===== src/rtl/ahb_mtx_in_stg.sv =====
// AHB bus-matrix input stage for one slave port: holds a transfer while the
// decoder's output stage is not granted and returns the data-phase response.
module ahb_mtx_in_stg #(
    parameter int AUSER_W = 32
) (
    input  logic               HCLK,
    input  logic               HRESET,
    input  logic               HSELS,
    input  logic [31:0]        HADDRS,
    input  logic [1:0]         HTRANSS,
    input  logic               HWRITES,
    input  logic [2:0]         HSIZES,
    input  logic [2:0]         HBURSTS,
    input  logic [3:0]         HPROTS,
    input  logic               HMASTLOCKS,
    input  logic [AUSER_W-1:0] HAUSERS,
    input  logic               HREADYS,
    input  logic               active_dec,
    input  logic               readyout_dec,
    input  logic [1:0]         resp_dec,
    output logic               sel_dec,
    output logic [21:0]        decode_addr_dec,
    output logic [1:0]         trans_dec,
    output logic [31:0]        addr_op,
    output logic               write_op,
    output logic [2:0]         size_op,
    output logic [2:0]         burst_op,
    output logic [3:0]         prot_op,
    output logic               lock_op,
    output logic [AUSER_W-1:0] auser_op,
    output logic               ready_dec,
    output logic               HREADYOUTS,
    output logic [1:0]         HRESPS
);

    logic               hold_valid_reg, hold_valid_next;
    logic [31:0]        hold_addr_reg;
    logic [1:0]         hold_trans_reg;
    logic               hold_write_reg;
    logic [2:0]         hold_size_reg;
    logic [2:0]         hold_burst_reg;
    logic [3:0]         hold_prot_reg;
    logic               hold_lock_reg;
    logic [AUSER_W-1:0] hold_auser_reg;
    logic               dph_reg, dph_next;

    logic new_tran;
    logic hold_load;
    logic hold_clr;
    logic accept;

    // Only NONSEQ/SEQ are worth holding; IDLE/BUSY need no grant.
    assign new_tran  = HSELS & HTRANSS[1] & HREADYS;
    assign hold_load = new_tran & ~active_dec & ~hold_valid_reg;
    assign hold_clr  = hold_valid_reg & active_dec;

    always_comb begin
        if (hold_valid_reg) begin
            addr_op   = hold_addr_reg;
            trans_dec = hold_trans_reg;
            write_op  = hold_write_reg;
            size_op   = hold_size_reg;
            burst_op  = hold_burst_reg;
            prot_op   = hold_prot_reg;
            lock_op   = hold_lock_reg;
            auser_op  = hold_auser_reg;
        end else begin
            addr_op   = HADDRS;
            trans_dec = HTRANSS;
            write_op  = HWRITES;
            size_op   = HSIZES;
            burst_op  = HBURSTS;
            prot_op   = HPROTS;
            lock_op   = HMASTLOCKS;
            auser_op  = HAUSERS;
        end
    end

    assign decode_addr_dec = addr_op[31:10];
    assign sel_dec         = hold_valid_reg | HSELS;
    // A held transfer is re-presented as if the bus were ready every cycle.
    assign ready_dec       = hold_valid_reg ? 1'b1 : HREADYS;
    assign accept          = ready_dec & sel_dec & trans_dec[1] & active_dec;

    always_comb begin
        hold_valid_next = hold_valid_reg;
        if (hold_clr) begin
            hold_valid_next = 1'b0;
        end else if (hold_load) begin
            hold_valid_next = 1'b1;
        end
        dph_next = ready_dec ? accept : dph_reg;
    end

    always_ff @(posedge HCLK) begin
        if (HRESET) begin
            hold_valid_reg <= 1'b0;
            dph_reg        <= 1'b0;
            hold_addr_reg  <= '0;
            hold_trans_reg <= '0;
            hold_write_reg <= 1'b0;
            hold_size_reg  <= '0;
            hold_burst_reg <= '0;
            hold_prot_reg  <= '0;
            hold_lock_reg  <= 1'b0;
            hold_auser_reg <= '0;
        end else begin
            hold_valid_reg <= hold_valid_next;
            dph_reg        <= dph_next;
            if (hold_load) begin
                hold_addr_reg  <= HADDRS;
                hold_trans_reg <= HTRANSS;
                hold_write_reg <= HWRITES;
                hold_size_reg  <= HSIZES;
                hold_burst_reg <= HBURSTS;
                hold_prot_reg  <= HPROTS;
                hold_lock_reg  <= HMASTLOCKS;
                hold_auser_reg <= HAUSERS;
            end
        end
    end

    // The stall while holding masks any downstream response.
    assign HREADYOUTS = hold_valid_reg ? 1'b0 : (dph_reg ? readyout_dec : 1'b1);
    assign HRESPS     = (dph_reg & ~hold_valid_reg) ? resp_dec : 2'b00;

endmodule


===== config.mk =====
export PLATFORM = sky130hd
export DESIGN_NAME = ahb_mtx_in_stg
export DESIGN_NICKNAME = d
export VERILOG_FILES = /design/src/rtl/ahb_mtx_in_stg.sv
export SDC_FILE = /design/constraint.sdc
export NUM_CORES = 1
export LEC_CHECK = 0
export BUFFER_PORTS_ARGS = -buffer_cell sky130_fd_sc_hd__buf_2
export CAP_MARGIN = 20
export CORE_ASPECT_RATIO = 0.6
export CORE_MARGIN = 2
export CORE_UTILIZATION = 35
export CTS_CLUSTER_DIAMETER = 100
export CTS_CLUSTER_SIZE = 16
export DETAILED_ROUTE_END_ITERATION = 12
export PLACE_DENSITY = 0.61
export SLEW_MARGIN = 10
export SYNTH_ARGS = -nofsm -noshare
export SYNTH_HDL_FRONTEND = slang
export SYNTH_SLANG_ARGS = --single-unit

===== constraint.sdc =====
create_clock -name HCLK -period 2.25 [get_ports HCLK]
set_clock_uncertainty 0.15 [all_clocks]
set_input_delay 0.45 -clock HCLK [delete_from_list [all_inputs] [get_ports HCLK]]
set_output_delay 0.45 -clock HCLK [all_outputs]
set_load 0.02 [all_outputs]

==> run metrics <==
status finished, final reports clean; Post-DP HPWL 6.870 mm; net count after synthesis 549; Fin Setup TNS 0 ns; largest area contributor in the netlist dfxtp_1; CTS Sinks 80; Max-Cap Viols 0; clock tree from TritonCTS done; Post-synth EDFFs 0; post-route ant nets 0; clock root buffer clkbuf_16; first-pass GRT wire length 15.95 mm; initial antenna violation count 0; Worst VDD drop 328.8 uV; WS Path Type register to output pin; Overflow after GRT 0; synth top area cells dfxtp_1 (37%), mux2_2 (20%), mux2i_1 (18%); vias in the first global route 3440; Power Dens Cells 621.5 mW/mm^2; # rows 31; # hold bufs at CTS 0; crit-path max FO 65; CTS buffer count 9; Max Buffers Root-to-Sink 2; most common cell in the netlist nand2_1; RSZ-0062 raised after global routing false; CP endpoint kind output pin; layout cells sized above 1 47.56%; share of the synthesized area in the top cell type 37.25%; Clk Latency, worst-skew pair 0.33 ns; Rel. slew slack 72.61%; num ports 191; DR WL/cell 12.34 um; Area growth syn-to-layout 27.71%; H-tree Lvls 3; period utilization 96.10%; Mapped Cells 463; Fmax 0.4625 GHz; Cell Area, Synth 0.004299 sq mm; n_diodes 0; Setup Viol. Count Final 0; Pleak 2.344 nW; WP data required 1.65 ns; DRC 0; Period minus WS final 2.162 ns; post-CTS setup buffers 0; TritonRoute pass-1 iters 4; gr usage total 14.43%; starting density of the core 35.75%; Max Transition Viols Final 0; asr flop ratio synth 0%; final hold viol count 0; Core Footprint 0.01202 sq mm; post-synthesis sequential area ratio 37.25%; Distinct cells, synth 20; Die Span Y 89.85 um; Hold WC Path Type primary input to register; DIE WIDTH 147.1 um; placed cell count 767; Slew @ Worst Pin 0.4109 ns; Post-synth top flop dfxtp_1; Final GP Congestion 0.7364; Via-to-Cell Ratio 4.499; number of buffers added on ports 190; Detailed Route WL 9.637 mm; crit path DAT 1.56 ns; Nets 699; Synth top cells by count nand2_1 (156), dfxtp_1 (80), mux2_2 (77), mux2i_1 (77), buf_4 (27); FF+latch count, synth 80; DRT iter0 DRCs 91; Syn Area/Cell 9.285 sq um; post-cts repair resize count 0; Synthesis Warnings 0; Setup crit start kind register; Non-Filler Instances 781; DIE AREA 0.01322 sq mm; largest net degree at the start of global routing 66; clk slew on worst S/H paths 0.06 ns; DR vias 3514
## metal layers
| layer | vias up | global-route usage, % | part of all wire (%) |
|---|---|---|---|
| met2 | 122 | 22.90 | 44 |
| met1 | 1558 | 18.69 | 48 |
| li1 | 1821 | - | - |
| met5 | - | 0 | 0 |
| met3 | 13 | 4.772 | 6.8 |
| met4 | 0 | 4.407 | 1.3 |
## cells by family after synthesis
logic type	count (synthesis)	share of synthesized area (%)
flops	80	37.25
compound gates	5	0.7567
simple gates	164	15.45
mux	154	38.10
buf+inv	60	8.440
## stage by stage
| stage | hold slack, ns | total power, mW | utilization [%] | instance area, sq um | worst slack, ns |
|---|---|---|---|---|---|
| global route | 0.1823 | 3.585 | 45.66 | 5490 | 0.02574 |
| CTS | 0.1749 | 3.486 | 45.66 | 5490 | 0.06992 |
| floorplan | 0.2813 | 1.913 | - | 4299 | 0.1968 |
| finish | 0.1898 | 3.412 | 45.66 | 5490 | 0.08773 |
| global placement | 0.2884 | 2.103 | 43.40 | 5219 | 0.4500 |
| detailed placement | 0.2944 | 2.112 | 43.40 | 5219 | 0.4384 |
## area by class of cell
| type | count | area (sq um) |
|---|---|---|
| Clock buffer | 11 | 254.0 |
| Clock inverter | 3 | 17.52 |
| Timing Repair Buffer | 196 | 1059 |
| Fill cell | 1191 | 6534 |
| Sequential cell | 80 | 1605 |
| Inverter | 3 | 13.76 |
| Multi-Input combinational cell | 323 | 2335 |
| Tap cell | 165 | 206.4 |
## where the power goes
part | internal (mW) | switching, mW | leakage [nW]
registers | 1.45 | 0.0158 | 0.648
clock network | 0.798 | 0.538 | 0.132
logic | 0.258 | 0.356 | 1.56
total | 2.50 | 0.909 | 2.34
## critical path, cell delays in order, from the launching register on
cell and delay, ns:
dfxtp_4 0.35, buf_12 0.30, mux2_2 0.39, buf_2 0.16
## cells in the final DEF, fill, tap and decap left out, types with 2 or more instances in the layout
cell type / Yosys / layout
clkbuf_16: 0 / 10
nand2_1: 156 / 156
buf_2: 11 / 190
buf_12: 0 / 5
inv_1: 3 / 2
mux2_2: 77 / 77
mux2i_1: 77 / 77
dfxtp_1: 80 / 79
clkinv_2: 0 / 2
or2_2: 2 / 2
and3b_1: 2 / 2
## final timing paths
| check | startpoint | endpoint | slack [ns] | cells after the start |
|---|---|---|---|---|
| worst min register to register | hold_auser_reg[1] | hold_auser_reg[1] | 0.30 | 2 |
| worst max-delay path | hold_valid_reg | auser_op[23] | 0.09 | 3 |
| worst max register to register | hold_valid_reg | hold_auser_reg[8] | 0.47 | 5 |
| worst min-delay path | active_dec | hold_valid_reg | 0.19 | 2 |
(Power assumes the default switching activity.)
